**src/rtl/wrapper_pkg.sv**
```systemverilog
// Shared definitions for the SPI memory subsystem: sizes, slave FSM states, command codes.
package wrapper_pkg;

  localparam int MEM_DEPTH = 256;
  localparam int ADDR_SIZE = 8;
  localparam int WORD_W    = 10;

  typedef enum logic [2:0] {
    IDLE      = 3'd0,
    CHK_CMD   = 3'd1,
    WRITE     = 3'd2,
    READ_ADD  = 3'd3,
    READ_DATA = 3'd4
  } state_t;

  typedef enum logic [1:0] {
    WR_ADDR = 2'b00,
    WR_DATA = 2'b01,
    RD_ADDR = 2'b10,
    RD_DATA = 2'b11
  } cmd_t;

endpackage

```
**src/rtl/spi_ram.sv**
```systemverilog
// Single-port 256 x 8 synchronous RAM driven by 10-bit command words from the SPI slave.
module spi_ram #(
  parameter int MEM_DEPTH = wrapper_pkg::MEM_DEPTH,
  parameter int ADDR_SIZE = wrapper_pkg::ADDR_SIZE
) (
  input  logic       clk,
  input  logic       rst_n,
  input  logic [9:0] din,
  input  logic       rx_valid,
  output logic [7:0] dout,
  output logic       tx_valid
);
  import wrapper_pkg::*;

  logic [7:0]           mem [0:MEM_DEPTH-1];
  logic [ADDR_SIZE-1:0] wr_addr;
  logic [ADDR_SIZE-1:0] rd_addr;
  cmd_t                 cmd;

  assign cmd = cmd_t'(din[9:8]);

  // Array kept outside the reset domain so contents survive rst_n.
  always_ff @(posedge clk) begin
    if (rx_valid && (cmd == WR_DATA))
      mem[wr_addr] <= din[7:0];
  end

  always_ff @(posedge clk or negedge rst_n) begin
    if (!rst_n) begin
      wr_addr  <= '0;
      rd_addr  <= '0;
      dout     <= '0;
      tx_valid <= 1'b0;
    end else begin
      tx_valid <= 1'b0;
      if (rx_valid) begin
        case (cmd)
          WR_ADDR: wr_addr <= din[ADDR_SIZE-1:0];
          RD_ADDR: rd_addr <= din[ADDR_SIZE-1:0];
          RD_DATA: begin
            dout     <= mem[rd_addr];
            tx_valid <= 1'b1;
          end
          default: ;
        endcase
      end
    end
  end

endmodule

```
**src/rtl/spi_slave.sv**
```systemverilog
// SPI slave front end: frame FSM, 10-bit word deserialiser and 8-bit MISO serialiser.
//   state     | meaning
//   IDLE      | waiting for SS_n low
//   CHK_CMD   | sampling selector bit (0 = write path, 1 = read path)
//   WRITE     | shifting in a write-address / write-data word
//   READ_ADD  | shifting in a read-address word
//   READ_DATA | shifting in read-data command, then shifting RAM byte out on MISO
module spi_slave (
  input  logic       clk,
  input  logic       rst_n,
  input  logic       SS_n,
  input  logic       MOSI,
  output logic       MISO,
  output logic [9:0] rx_data,
  output logic       rx_valid,
  input  logic [7:0] tx_data,
  input  logic       tx_valid
);
  import wrapper_pkg::*;

  state_t     state;
  state_t     next_state;
  logic [3:0] rx_cnt;
  logic [3:0] tx_cnt;
  logic [7:0] tx_shift;
  logic       rd_addr_seen;

  logic       load_rx;
  logic       shift_en;
  logic       word_done;
  logic       tx_load;
  logic       tx_shift_en;

  always_ff @(posedge clk or negedge rst_n) begin
    if (!rst_n) state <= IDLE;
    else        state <= next_state;
  end

  always_comb begin
    next_state = state;
    case (state)
      IDLE:    if (!SS_n) next_state = CHK_CMD;
      CHK_CMD: begin
        if (SS_n)              next_state = IDLE;
        else if (!MOSI)        next_state = WRITE;
        else if (rd_addr_seen) next_state = READ_DATA;
        else                   next_state = READ_ADD;
      end
      WRITE, READ_ADD, READ_DATA: if (SS_n) next_state = IDLE;
      default: next_state = IDLE;
    endcase
  end

  always_comb begin
    load_rx     = (state == CHK_CMD) && !SS_n;
    shift_en    = ((state == WRITE) || (state == READ_ADD) || (state == READ_DATA))
                  && !SS_n && (rx_cnt != 4'd0);
    word_done   = shift_en && (rx_cnt == 4'd1);
    tx_load     = (state == READ_DATA) && !SS_n && tx_valid;
    tx_shift_en = (state == READ_DATA) && !SS_n && (tx_cnt != 4'd0);
  end

  // rx_cnt and tx_cnt are down-counters; zero means "nothing left to move".
  always_ff @(posedge clk or negedge rst_n) begin
    if (!rst_n) begin
      rx_cnt   <= 4'd0;
      tx_cnt   <= 4'd0;
      rx_data  <= '0;
      rx_valid <= 1'b0;
      tx_shift <= '0;
      MISO     <= 1'b0;
    end else begin
      rx_valid <= word_done;
      if (SS_n) begin
        rx_cnt <= 4'd0;
        tx_cnt <= 4'd0;
        MISO   <= 1'b0;
      end else begin
        if (load_rx)
          rx_cnt <= 4'd10;
        else if (shift_en) begin
          rx_data <= {rx_data[8:0], MOSI};
          rx_cnt  <= rx_cnt - 4'd1;
        end
        if (tx_load) begin
          MISO     <= tx_data[7];
          tx_shift <= {tx_data[6:0], 1'b0};
          tx_cnt   <= 4'd7;
        end else if (tx_shift_en) begin
          MISO     <= tx_shift[7];
          tx_shift <= {tx_shift[6:0], 1'b0};
          tx_cnt   <= tx_cnt - 4'd1;
        end else begin
          MISO <= 1'b0;
        end
      end
    end
  end

  always_ff @(posedge clk or negedge rst_n) begin
    if (!rst_n)
      rd_addr_seen <= 1'b0;
    else if (word_done && (state == READ_ADD))
      rd_addr_seen <= 1'b1;
    else if (tx_shift_en && (tx_cnt == 4'd1))
      rd_addr_seen <= 1'b0;
  end

endmodule

```
**src/rtl/wrapper.sv**
```systemverilog
// SPI memory subsystem top: SPI slave front end feeding a 256 x 8 RAM.
module wrapper #(
  parameter int MEM_DEPTH = wrapper_pkg::MEM_DEPTH,
  parameter int ADDR_SIZE = wrapper_pkg::ADDR_SIZE
) (
  input  logic clk,
  input  logic rst_n,
  input  logic SS_n,
  input  logic MOSI,
  output logic MISO
);

  logic [9:0] rx_data;
  logic       rx_valid;
  logic [7:0] tx_data;
  logic       tx_valid;

  spi_slave SPI_SLAVE_inst (
    .clk      (clk),
    .rst_n    (rst_n),
    .SS_n     (SS_n),
    .MOSI     (MOSI),
    .MISO     (MISO),
    .rx_data  (rx_data),
    .rx_valid (rx_valid),
    .tx_data  (tx_data),
    .tx_valid (tx_valid)
  );

  spi_ram #(
    .MEM_DEPTH (MEM_DEPTH),
    .ADDR_SIZE (ADDR_SIZE)
  ) SPI_RAM_inst (
    .clk      (clk),
    .rst_n    (rst_n),
    .din      (rx_data),
    .rx_valid (rx_valid),
    .dout     (tx_data),
    .tx_valid (tx_valid)
  );

endmodule

```
**config.mk**
```make
export PLATFORM = sky130hd
export DESIGN_NAME = wrapper
export DESIGN_NICKNAME = d
export VERILOG_FILES = /design/src/rtl/wrapper_pkg.sv /design/src/rtl/spi_ram.sv /design/src/rtl/spi_slave.sv /design/src/rtl/wrapper.sv
export SDC_FILE = /design/constraint.sdc
export NUM_CORES = 2
export LEC_CHECK = 0
export ABC_CLOCK_PERIOD_IN_PS = 4100
export BUFFER_PORTS_ARGS = -buffer_cell sky130_fd_sc_hd__buf_2
export CAP_MARGIN = 10
export CELL_PAD_IN_SITES_DETAIL_PLACEMENT = 1
export CELL_PAD_IN_SITES_GLOBAL_PLACEMENT = 1
export CORE_ASPECT_RATIO = 0.5
export CORE_MARGIN = 2
export CORE_UTILIZATION = 51
export DETAILED_ROUTE_END_ITERATION = 10
export GPL_ROUTABILITY_DRIVEN = 0
export PLACE_DENSITY_LB_ADDON = 0.1
export SYNTH_ARGS = -nofsm -noshare
export SYNTH_HDL_FRONTEND = slang
export SYNTH_HIERARCHICAL = 1
export SYNTH_SLANG_ARGS = --single-unit
```
**constraint.sdc**
```tcl
create_clock -name clk -period 4.1 [get_ports clk]
set_clock_uncertainty 0.15 [all_clocks]
set_input_delay 0.82 -clock clk [delete_from_list [all_inputs] [get_ports clk]]
set_output_delay 0.82 -clock clk [all_outputs]
set_load 0.02 [all_outputs]
```
==> out/metrics.cfg <==
[synth]
syn_inst=4117
yosys_register_bits=2104
ys_types=86
syn-cell-area_mm2=0.0833
syn-mean-instance-area_um2=20.2
ys.flop_type=edfxtp_1
synthArstFlopShare=0.0266
synth_edf_count=2048
yosys_warnings=6
yosysSeqAreaShare=0.755
synth_nets=4126

[cells_and_area]
fill_cells=13726
drive_above_1_share=0.218
fin_nets=4415
final_area_mm2=0.0929
mostFrequentLayoutCells=edfxtp_1, mux4_2, buf_4, nor2_1, mux2i_1
ff_latch_area_mm2=0.0629
fin_cells=6724
area_growth_pct=11.5
multi_input_area_mm2=0.0182
final_common_cell=edfxtp_1

[pwr]
p_seq_frac=0.569
power_density_mw_per_mm2=499
power.switching_mw=10.8
swShare=0.232
power.total_mw=46.4
power_frac_comb=0.053
clock_power_share=0.377
p_leak_nw=29.0
ir_drop_mv=0.430
p_int_mw=35.6

[clocking]
cts_tree=built
clk_pin_slew_worst_paths_ns=0.07
clk_latency_ns=0.84
clockBufferDepth=4
htree_levels=4
cts_made_buffers=187
cts_sinks=2104
ctsRootBufferMaster=clkbuf_16

[worst_setup_path]
path_class=reg2reg
critPathBufInv=1
crit_fanout=44
critPathSlowestCell=nand3_1
endpoint_kind=register
cp_cell_sequence=buf_4 > nand3_1 > o22ai_1 > a211oi_1 > nand2_1 > nand4_1 > o211ai_1
reg2reg_to=SPI_RAM_inst/dout[2]$_DFFE_PN0P_
arrival_ns=4.64
startpoint_type=register
r2r-start=SPI_RAM_inst/rd_addr[2]$_DFFE_PN0P_
ff2ff_path_depth=7
reg2reg_setup_slack_ns=0.04
required_ns=4.68
critPathLaunch=SPI_RAM_inst/rd_addr[2]$_DFFE_PN0P_
cp_top_family=simple AND/OR/NAND/NOR gates
crit_path_max_incr_delay_ns=0.78

[drt]
wl_per_cell_um=36.3
dr_total_vias=43855
dr.first_iter.drc_count=6170
viasPerCell=6.52
routed_wl_um=244000
first_pass_iters=6
drc=0
detail-route-antenna-nets=0

[global_route]
grt_max_degree=156
grt_pass1_vias=43923
grt_use_total=0.294
grt.overflow.total=0
grt_pass1_wl_um=342000
antenna_found_initial=15

[run_status]
status=completed

[floorplan]
die_h_um=290
initial_utilization=0.516
pin_count=5
rows=104
dieArea_mm2=0.167
core_mm2=0.161
fp.dieW_um=576

[timing]
fin_ws_ns=0.0413
fmax_mhz=246
worstMarginPinSlew_ns=1.06
timing.final.crit_share=0.990
rsz0062_at_grt=false
maxSlewHeadroom=0.278
slew_viol_final=0
hold_violations=0
period_needed_ns=4.06
setup_viol=0

[flow_run]
max-cap-violations=0

[placement]
place_area_mm2=0.0869
dp_slack_ns=-0.167
io_buffers=4
placedCellCount=6384
hpwlAfterDp_um=158000

[worst_hold_path]
hold_path.class=in2async

## registers in the layout, summed over array words and instances (netlist names)
register	flops
SPI_RAM_inst/dout	8
SPI_RAM_inst/rd_addr	8
SPI_RAM_inst/wr_addr	8
SPI_SLAVE_inst/rx_cnt	4
SPI_SLAVE_inst/tx_cnt	4
SPI_SLAVE_inst/rx_valid	1
SPI_RAM_inst/tx_valid	1
SPI_SLAVE_inst/rd_addr_seen	1
SPI_RAM_inst/mem	2048
SPI_SLAVE_inst/tx_shift	7
SPI_SLAVE_inst/rx_data	10
SPI_SLAVE_inst/state	3
SPI_SLAVE_inst/MISO	1
## power by group through the flow
stage	clock network [mW]	logic [mW]	registers, mW
4_1_cts	17.6	2.46	26.4
5_1_grt	18.3	2.64	26.4
3_3_place_gp	0	2.27	26.8
6_report	17.5	2.47	26.4
3_5_place_dp	0	2.47	26.9
2_1_floorplan	0	0.128	27.5
## synthesized netlist by cell type (12+ instances only)
master,instances,area [um^2]
o221ai_1,46,403
mux4_1,87,2290
nand2_1,155,582
clkbuf_1,71,267
buf_12,23,460
a22o_1,16,140
dfrtp_1,56,1400
buf_8,31,465
mux2_2,29,327
a2111oi_0,23,201
nor2_1,297,1110
nor3_1,13,65.1
a221oi_1,18,158
buf_6,20,225
edfxtp_1,2048,61500
buf_4,12,90.1
clkbuf_8,33,454
nand4_1,15,93.8
a22oi_1,63,473
o21ai_0,44,220
o22ai_1,82,513
mux2i_1,262,2620
mux4_2,302,6800
a21oi_1,70,350
buf_2,47,235
a211oi_1,37,278
nand3_1,42,210
## cell families after synthesis
logic type / count (synthesis) / synth area share
adders and majority gates: 5 / 0.000751
muxes: 680 / 0.144
and+or+nand+nor: 607 / 0.0323
buffers and inverters: 257 / 0.0274
AOI/OAI and AO/OA: 464 / 0.0400
DFF: 2104 / 0.755
## final cells by class
cell class	count	share of cell area
sequential	2104	0.678
multi-input combinational	1756	0.196
clock buffer	241	0.0540
timing repair buffer	347	0.0337
tap	2173	0.0293
clock inverter	89	0.00891
inverter	10	0.000431
antenna	4	0.000108
## per-stage QoR
| stage | utilization | hold slack [ns] | setup TNS (ns) |
|---|---|---|---|
| 4_1_cts | 0.575 | 0.0535 | 0 |
| 3_3_place_gp | 0.538 | 0.347 | -0.0498 |
| 3_5_place_dp | 0.538 | 0.364 | -0.167 |
| 2_1_floorplan | - | 0.308 | 0 |
| 6_report | 0.575 | 0.0439 | 0 |
| 5_1_grt | 0.575 | 0.0751 | 0 |
## worst max path at each step
stage                                                   to  slack [ns]  depth (start not counted)
after floorplan           SPI_RAM_inst/mem[0][0]$_DFFE_PP_        1.52                          0
after global placement    SPI_RAM_inst/dout[0]$_DFFE_PN0P_       -0.05                          7
after detailed placement  SPI_RAM_inst/dout[0]$_DFFE_PN0P_       -0.17                         10
after CTS                 SPI_RAM_inst/dout[0]$_DFFE_PN0P_       0.004                         10
after global routing      SPI_RAM_inst/dout[5]$_DFFE_PN0P_        0.05                          9
final                     SPI_RAM_inst/dout[2]$_DFFE_PN0P_        0.04                          7
## per-layer routing
| metal | global-route usage | vias up | part of all wire |
|---|---|---|---|
| li1 | - | 17633 | - |
| met1 | 0.436 | 23646 | 0.42 |
| met2 | 0.438 | 2270 | 0.45 |
| met3 | 0.0793 | 304 | 0.11 |
| met4 | 0.0652 | 2 | 0.023 |
| met5 | 0 | - | 0.000074 |
## repair_timing
action                                  4_1_cts  5_1_grt
hold buffers                                  0        0
endpoints found under the setup margin        1        4
gates resized for setup                       1        3
hold endpoints to repair                      0        0
buffers inserted                              0        5
Note: power is estimated with default switching activity, not from simulation.
